## config.mk

```make
export PLATFORM = sky130hd
export DESIGN_NAME = clk_div_prog
export DESIGN_NICKNAME = d
export VERILOG_FILES = /design/src/rtl/clk_div_prog.sv
export SDC_FILE = /design/constraint.sdc
export NUM_CORES = 1
export LEC_CHECK = 0
export ABC_AREA = 1
export BUFFER_PORTS_ARGS = -buffer_cell sky130_fd_sc_hd__buf_4
export CAP_MARGIN = 25
export CORE_UTILIZATION = 40
export CTS_CLUSTER_SIZE = 8
export DETAILED_ROUTE_END_ITERATION = 8
export PLACE_DENSITY = 0.59
export SLEW_MARGIN = 20
export SYNTH_ARGS = -nofsm -noshare
export SYNTH_HDL_FRONTEND = slang
export SYNTH_SLANG_ARGS = --single-unit
```

## constraint.sdc

```tcl
create_clock -name clk -period 6.3 [get_ports clk]
set_input_delay 0.63 -clock clk [delete_from_list [all_inputs] [get_ports clk]]
set_output_delay 0.63 -clock clk [all_outputs]
set_load 0.01 [all_outputs]
```

## src/rtl/clk_div_prog.sv

```systemverilog
// clk_div_prog: runtime-programmable clock-enable generator.
// Produces a divided square wave clk_o (period N, high time H, both in clk
// cycles), a one-cycle tick_o on every rising phase and a wrapping tick
// counter. New N/H values arrive through a valid/ready handshake and only
// take effect at a period boundary, so clk_o never produces a runt pulse.
// Optional feature macro: CLK_DIV_FALL_TICK_EN adds fall_tick_o, a
// one-cycle pulse coincident with every clk_o 1->0 transition.
module clk_div_prog #(
   parameter int CNT_W = 8,
   parameter int EVT_W = 3
) (
   input  logic             clk,
   input  logic             rst,
   input  logic             run_i,
   input  logic             cfg_valid_i,
   output logic             cfg_ready_o,
   input  logic [CNT_W-1:0] cfg_div_i,
   input  logic [CNT_W-1:0] cfg_high_i,
   output logic             cfg_err_o,
   output logic             clk_o,
   output logic             tick_o,
   output logic [EVT_W-1:0] evt_cnt_o,
   output logic             busy_o
`ifdef CLK_DIV_FALL_TICK_EN
   ,
   output logic             fall_tick_o
`endif
);

   typedef enum logic [1:0] {
      ST_IDLE  = 2'd0,
      ST_RUN   = 2'd1,
      ST_DRAIN = 2'd2
   } state_t;

   state_t           r_state;
   logic [CNT_W-1:0] r_phase;
   logic [CNT_W-1:0] r_div;
   logic [CNT_W-1:0] r_high;
   logic             r_pend_vld;
   logic [CNT_W-1:0] r_pend_div;
   logic [CNT_W-1:0] r_pend_high;
   logic             r_clk;
   logic             r_tick;
   logic [EVT_W-1:0] r_evt;
   logic             r_err;
`ifdef CLK_DIV_FALL_TICK_EN
   logic             r_fall;
`endif

   logic             w_accept;
   logic             w_legal;
   logic             w_active;
   logic             w_wrap;

   // A config is usable only if the period has room for both a high and a
   // low phase: N >= 2 and 1 <= H <= N-1.
   function automatic logic cfg_legal(input logic [CNT_W-1:0] n,
                                      input logic [CNT_W-1:0] h);
      return (n >= CNT_W'(2)) && (h != '0) && (h < n);
   endfunction

   assign w_accept = cfg_valid_i & ~r_pend_vld;
   assign w_legal  = cfg_legal(cfg_div_i, cfg_high_i);
   assign w_active = (r_state != ST_IDLE);
   // Active N is always >= 2, so N-1 never underflows.
   assign w_wrap   = (r_phase == (r_div - CNT_W'(1)));

   // Config path: direct load while idle, single pending slot while running,
   // pending slot promoted to the active registers on the wrap cycle.
   always_ff @(posedge clk) begin
      if (rst) begin
         r_div      <= CNT_W'(2);
         r_high     <= CNT_W'(1);
         r_pend_vld <= 1'b0;
         r_err      <= 1'b0;
      end else begin
         r_err <= w_accept & ~w_legal;
         if (w_accept && w_legal) begin
            if (r_state == ST_IDLE) begin
               r_div  <= cfg_div_i;
               r_high <= cfg_high_i;
            end else begin
               r_pend_div  <= cfg_div_i;
               r_pend_high <= cfg_high_i;
               r_pend_vld  <= 1'b1;
            end
         end
         // Only a slot that was already full before this edge is applied, so
         // a config accepted on the wrap edge waits for the following wrap.
         if (w_active && w_wrap && r_pend_vld) begin
            r_div      <= r_pend_div;
            r_high     <= r_pend_high;
            r_pend_vld <= 1'b0;
         end
      end
   end

   // Run/drain FSM with phase counter and registered waveform outputs.
   always_ff @(posedge clk) begin
      if (rst) begin
         r_state <= ST_IDLE;
         r_phase <= '0;
         r_clk   <= 1'b0;
         r_tick  <= 1'b0;
         r_evt   <= '0;
`ifdef CLK_DIV_FALL_TICK_EN
         r_fall  <= 1'b0;
`endif
      end else begin
         r_tick <= 1'b0;
`ifdef CLK_DIV_FALL_TICK_EN
         r_fall <= 1'b0;
`endif
         case (r_state)
            ST_IDLE: begin
               r_phase <= '0;
               if (run_i) begin
                  r_state <= ST_RUN;
               end
            end
            ST_RUN, ST_DRAIN: begin
               // New rises only while running; drain just finishes the period.
               if ((r_phase == '0) && (r_state == ST_RUN)) begin
                  r_clk  <= 1'b1;
                  r_tick <= 1'b1;
                  r_evt  <= r_evt + EVT_W'(1);
               end
               if (r_phase == r_high) begin
                  r_clk  <= 1'b0;
`ifdef CLK_DIV_FALL_TICK_EN
                  r_fall <= r_clk;
`endif
               end
               r_phase <= w_wrap ? '0 : (r_phase + CNT_W'(1));
               if (r_state == ST_RUN) begin
                  if (!run_i) begin
                     r_state <= ST_DRAIN;
                  end
               end else begin
                  if (run_i) begin
                     r_state <= ST_RUN;
                  end else if (w_wrap) begin
                     r_state <= ST_IDLE;
                  end
               end
            end
            default: begin
               r_state <= ST_IDLE;
               r_phase <= '0;
               r_clk   <= 1'b0;
            end
         endcase
      end
   end

   assign cfg_ready_o = ~r_pend_vld;
   assign cfg_err_o   = r_err;
   assign clk_o       = r_clk;
   assign tick_o      = r_tick;
   assign evt_cnt_o   = r_evt;
   assign busy_o      = w_active;
`ifdef CLK_DIV_FALL_TICK_EN
   assign fall_tick_o = r_fall;
`endif

endmodule

```

==> impl_results.html <==
<table>
<tr><th>Metric</th><th>Value</th></tr>
<tr><th colspan="2">Status</th></tr>
<tr><td>Result of the run</td><td>complete, no violations</td></tr>
<tr><th colspan="2">Setup path</th></tr>
<tr><td>Element type at the critical path end</td><td>register</td></tr>
<tr><td>Top cell family by delay on the critical path</td><td>simple AND/OR/NAND/NOR gates</td></tr>
<tr><td>Combined buffer and inverter count along the critical path</td><td>2</td></tr>
<tr><td>Data arrival time of the critical path</td><td>3.14 ns</td></tr>
<tr><td>Max FO, Critical Path</td><td>31</td></tr>
<tr><td>Cell repeated most along the worst path</td><td>sky130_fd_sc_hd__nand2_1</td></tr>
<tr><td>Critical-path top delay cell</td><td>sky130_fd_sc_hd__nand2_2</td></tr>
<tr><td>Critical path class</td><td>register to register</td></tr>
<tr><td>Worst Path Required</td><td>6.50 ns</td></tr>
<tr><td>List of cells traversed by the critical path</td><td>inv_1 -&gt; ha_1 -&gt; inv_1 -&gt; nand2_1 -&gt; nand3_1 -&gt; nand2_1 -&gt; nor2_1 -&gt; nand3_2 -&gt; nor2_4 -&gt; nand3_2 -&gt; nand2_2 -&gt; nand3_1 -&gt; nand2_1 -&gt; nor2_1</td></tr>
<tr><td>Startpoint Class</td><td>register</td></tr>
<tr><td>Crit-path max cell delay</td><td>0.56 ns</td></tr>
<tr><th colspan="2">STA</th></tr>
<tr><td>Slew at the pin with the worst max-slew slack</td><td>0.664 ns</td></tr>
<tr><td>Setup violators final</td><td>0</td></tr>
<tr><td>Hold Worst Slack</td><td>0.457 ns</td></tr>
<tr><td>Setup repair after global routing missed its margin</td><td>false</td></tr>
<tr><td>Min Tclk post-route</td><td>2.94 ns</td></tr>
<tr><td>Final Cycle Share</td><td>0.466</td></tr>
<tr><td>Setup slack after layout</td><td>3.36 ns</td></tr>
<tr><td>Number of pins exceeding their max-slew limit in the final report</td><td>0</td></tr>
<tr><td>Hold Vio Cnt, Final</td><td>0</td></tr>
<tr><td>Worst Skew</td><td>0.00658 ns</td></tr>
<tr><td>Top achievable clock speed</td><td>340 MHz</td></tr>
<tr><td>Final sum of negative setup slack</td><td>0 ns</td></tr>
<tr><td>Max transition margin</td><td>0.557</td></tr>
<tr><th colspan="2">Synth</th></tr>
<tr><td>Synthesized flop and latch total</td><td>49</td></tr>
<tr><td>Asr flop ratio synth</td><td>0</td></tr>
<tr><td>Cell types with the highest counts after synthesis</td><td>sky130_fd_sc_hd__nand2_1 (82), sky130_fd_sc_hd__nor2_1 (61), sky130_fd_sc_hd__inv_1 (42), sky130_fd_sc_hd__nand3_1 (36), sky130_fd_sc_hd__dfxtp_1 (33)</td></tr>
<tr><td>Number of standard cells after synthesis</td><td>372</td></tr>
<tr><td>Warnings from Yosys</td><td>0</td></tr>
<tr><td>Cell with the most instances after synthesis</td><td>sky130_fd_sc_hd__nand2_1</td></tr>
<tr><td>Library cell with the largest summed area after synthesis</td><td>sky130_fd_sc_hd__dfxtp_1</td></tr>
<tr><td>Top flip-flop cell by instance count after synthesis</td><td>sky130_fd_sc_hd__dfxtp_1</td></tr>
<tr><td>Number of enable flip-flop cells after synthesis</td><td>16</td></tr>
<tr><td>Top area cells in the synthesized netlist</td><td>sky130_fd_sc_hd__dfxtp_1 (24%), sky130_fd_sc_hd__edfxtp_1 (17%), sky130_fd_sc_hd__nand2_1 (11%), sky130_fd_sc_hd__nor2_1 (8.3%), sky130_fd_sc_hd__ha_1 (6.8%)</td></tr>
<tr><td>Post-synthesis cell area</td><td>0.00276 mm^2</td></tr>
<tr><td>Area share of the largest cell type after synthesis</td><td>0.239</td></tr>
<tr><td>Mean instance size in the synthesized netlist</td><td>7.42 um^2</td></tr>
<tr><td>Proportion of synthesized chip area in sequential cells</td><td>0.413</td></tr>
<tr><td>Number of unique standard cell types used by synthesis</td><td>29</td></tr>
<tr><td>Synthesized Nets</td><td>407</td></tr>
<tr><th colspan="2">Floorplanning</th></tr>
<tr><td>X dimension of the die</td><td>85.1 um</td></tr>
<tr><td>Initial standard-cell utilization of the core</td><td>0.425</td></tr>
<tr><td>Total die area</td><td>0.00724 mm^2</td></tr>
<tr><td>Core Region</td><td>0.00649 mm^2</td></tr>
<tr><td>Io pins</td><td>28</td></tr>
<tr><td>Die outline height</td><td>85.1 um</td></tr>
<tr><td>Placement row count</td><td>29</td></tr>
<tr><th colspan="2">Detailed routing</th></tr>
<tr><td>Router iterations before antenna repair</td><td>4</td></tr>
<tr><td>First-iteration detailed-routing DRC count</td><td>75</td></tr>
<tr><td>Per-cell via count in the routed design</td><td>4.96</td></tr>
<tr><td>Aggregate routed wire length</td><td>5980 um</td></tr>
<tr><td>Met2 layer wire length in the routed design</td><td>2720 um</td></tr>
<tr><td>Post-DR wirelength/cell</td><td>12.6 um</td></tr>
<tr><td>Uppermost layer routed</td><td>met4</td></tr>
<tr><td>Via count</td><td>2357</td></tr>
<tr><td>Met3 WL</td><td>159 um</td></tr>
<tr><td>Detail Route Antenna Nets</td><td>0</td></tr>
<tr><td>Final routed DRC violation total</td><td>0</td></tr>
<tr><td>Met1 WL</td><td>3000 um</td></tr>
<tr><th colspan="2">GRT</th></tr>
<tr><td>First-pass GRT wire length</td><td>10200 um</td></tr>
<tr><td>Largest net degree at the start of global routing</td><td>32</td></tr>
<tr><td>Global-route total usage across every layer</td><td>0.178</td></tr>
<tr><td>Vias in the first global route</td><td>2297</td></tr>
<tr><td>Total grt overflow</td><td>0</td></tr>
<tr><td>Initial antenna violation count</td><td>0</td></tr>
<tr><th colspan="2">CTS</th></tr>
<tr><td># Post-CTS Setup Buffers</td><td>0</td></tr>
<tr><td>CTS sink count</td><td>49</td></tr>
<tr><td>CTS H-Tree Depth</td><td>2</td></tr>
<tr><td>Number of gates resized after cts</td><td>0</td></tr>
<tr><td>CTS Root Buffer Type</td><td>sky130_fd_sc_hd__clkbuf_8</td></tr>
<tr><td>Bufs on Longest Clock Path</td><td>2</td></tr>
<tr><td>Cts-stage hold buffer count</td><td>0</td></tr>
<tr><td>Clock Pin Slew Worst Setup and Hold Paths</td><td>0.09 ns</td></tr>
<tr><td>CTS buffer count</td><td>5</td></tr>
<tr><td>CTS tree</td><td>done</td></tr>
<tr><td>Clock latency on the worst-skew pair</td><td>0.30 ns</td></tr>
<tr><th colspan="2">Placement</th></tr>
<tr><td>Total placed cells including tap cells</td><td>467</td></tr>
<tr><td>Place WS</td><td>3.37 ns</td></tr>
<tr><td>Placed cell areas</td><td>0.00301 mm^2</td></tr>
<tr><td>Gp weighted congestion</td><td>0.849</td></tr>
<tr><td>Port buffer count</td><td>27</td></tr>
<tr><td>Detail Placement HPWL</td><td>4560 um</td></tr>
<tr><th colspan="2">Final layout</th></tr>
<tr><td>Post-route design area</td><td>0.00309 mm^2</td></tr>
<tr><td>Area delta synth-&gt;final</td><td>12.0%</td></tr>
<tr><td>Layout cell share with drive strength beyond 1</td><td>0.121</td></tr>
<tr><td>Fill count</td><td>658</td></tr>
<tr><td>Number of antenna cells inserted</td><td>0</td></tr>
<tr><td>Number of nets in the finished design</td><td>432</td></tr>
<tr><td>Final core utilization</td><td>0.476</td></tr>
<tr><td>Number of non-filler instances in the completed layout</td><td>475</td></tr>
<tr><th colspan="2">Pwr</th></tr>
<tr><td>Power per Cell Area</td><td>237 mW/mm^2</td></tr>
<tr><td>Worst ir drop on vdd</td><td>0.114 mV</td></tr>
<tr><td>Standby leakage power</td><td>1.39 nW</td></tr>
<tr><td>Sum of internal, switching and leakage power</td><td>0.734 mW</td></tr>
<tr><th colspan="2">Job</th></tr>
<tr><td>Reported max-cap violation count</td><td>0</td></tr>
<tr><th colspan="2">Min path</th></tr>
<tr><td>Worst hold path type</td><td>register to register</td></tr>
</table>
cells in the final DEF (no fill, tap or decap):
| cell type | synthesis | final |
|---|---|---|
| sky130_fd_sc_hd__xor2_1 | 6 | 6 |
| sky130_fd_sc_hd__nor3_1 | 7 | 7 |
| sky130_fd_sc_hd__dfxtp_1 | 33 | 33 |
| sky130_fd_sc_hd__nand2_1 | 82 | 82 |
| sky130_fd_sc_hd__inv_1 | 42 | 42 |
| sky130_fd_sc_hd__a21oi_1 | 12 | 12 |
| sky130_fd_sc_hd__clkinv_1 | 0 | 1 |
| sky130_fd_sc_hd__o211ai_1 | 2 | 2 |
| sky130_fd_sc_hd__edfxtp_1 | 16 | 16 |
| sky130_fd_sc_hd__inv_2 | 2 | 2 |
| sky130_fd_sc_hd__nor4_2 | 0 | 1 |
| sky130_fd_sc_hd__xnor2_1 | 6 | 6 |
| sky130_fd_sc_hd__clkbuf_8 | 0 | 5 |
| sky130_fd_sc_hd__or2_2 | 4 | 4 |
| sky130_fd_sc_hd__nand4_1 | 18 | 18 |
| sky130_fd_sc_hd__nor2_2 | 1 | 1 |
| sky130_fd_sc_hd__o21ai_0 | 7 | 7 |
| sky130_fd_sc_hd__nor2_1 | 61 | 61 |
| sky130_fd_sc_hd__nor2_4 | 1 | 1 |
| sky130_fd_sc_hd__and3_1 | 1 | 1 |
| sky130_fd_sc_hd__nand2_2 | 2 | 2 |
| sky130_fd_sc_hd__nand3_2 | 2 | 2 |
| sky130_fd_sc_hd__clkbuf_1 | 3 | 1 |
| sky130_fd_sc_hd__buf_4 | 1 | 29 |
| sky130_fd_sc_hd__ha_1 | 15 | 15 |
| sky130_fd_sc_hd__a31oi_1 | 1 | 1 |
| sky130_fd_sc_hd__nor3b_1 | 2 | 2 |
| sky130_fd_sc_hd__nor4_1 | 2 | 1 |
| sky130_fd_sc_hd__clkinvlp_4 | 0 | 1 |
| sky130_fd_sc_hd__nand3_1 | 36 | 36 |
final timing paths:
| path | startpoint | to | slack [ns] | cells past startpoint |
|---|---|---|---|---|
| worst max-delay path | r_div[0] | r_high[5] | 3.36 | 14 |
| worst min-delay path | evt_cnt_o[2] | evt_cnt_o[2] | 0.46 | 1 |
| worst max register to register | r_div[0] | r_high[5] | 3.36 | 14 |
| worst min register to register | evt_cnt_o[2] | evt_cnt_o[2] | 0.46 | 1 |
cell type report:
type                    instances  area, um^2  share of cell area
inverters                      44         165              0.0534
clock buffers                   6        72.6              0.0235
multi-input cells             268        1390               0.449
repair buffers                 29         218              0.0704
flip-flops and latches         49        1140               0.369
clock inverters                 2        11.3             0.00364
well taps                      77        96.3              0.0311
power breakdown:
| group | total, mW | internal (mW) | switching, mW | leakage, nW |
|---|---|---|---|---|
| clock | 0.185 | 0.0773 | 0.108 | 0.0388 |
| combinational | 0.182 | 0.0671 | 0.115 | 0.937 |
| sequential | 0.367 | 0.348 | 0.0191 | 0.414 |
| total | 0.734 | 0.493 | 0.242 | 1.39 |
state kept, by name, summed over array words and instances (netlist names), 2 cells and up:
signal,flops
r_pend_div,8
r_phase,8
r_pend_high,8
r_state,2
r_high,8
evt_cnt_o,3
r_div,8
cell families after synthesis:
group                      synth area share
AOI/OAI and AO/OA                    0.0421
buffers and inverters                0.0861
adders and majority gates            0.0680
xor gates and xnor gates             0.0381
and+or+nand+nor                       0.353
DFF                                   0.413
routing by layer:
metal	vias up	GRT usage
li1	1259	-
met1	1060	0.228
met2	29	0.301
met3	9	0.0311
met4	0	0.0632
met5	-	0
Note: power is estimated with default switching activity, not from simulation.
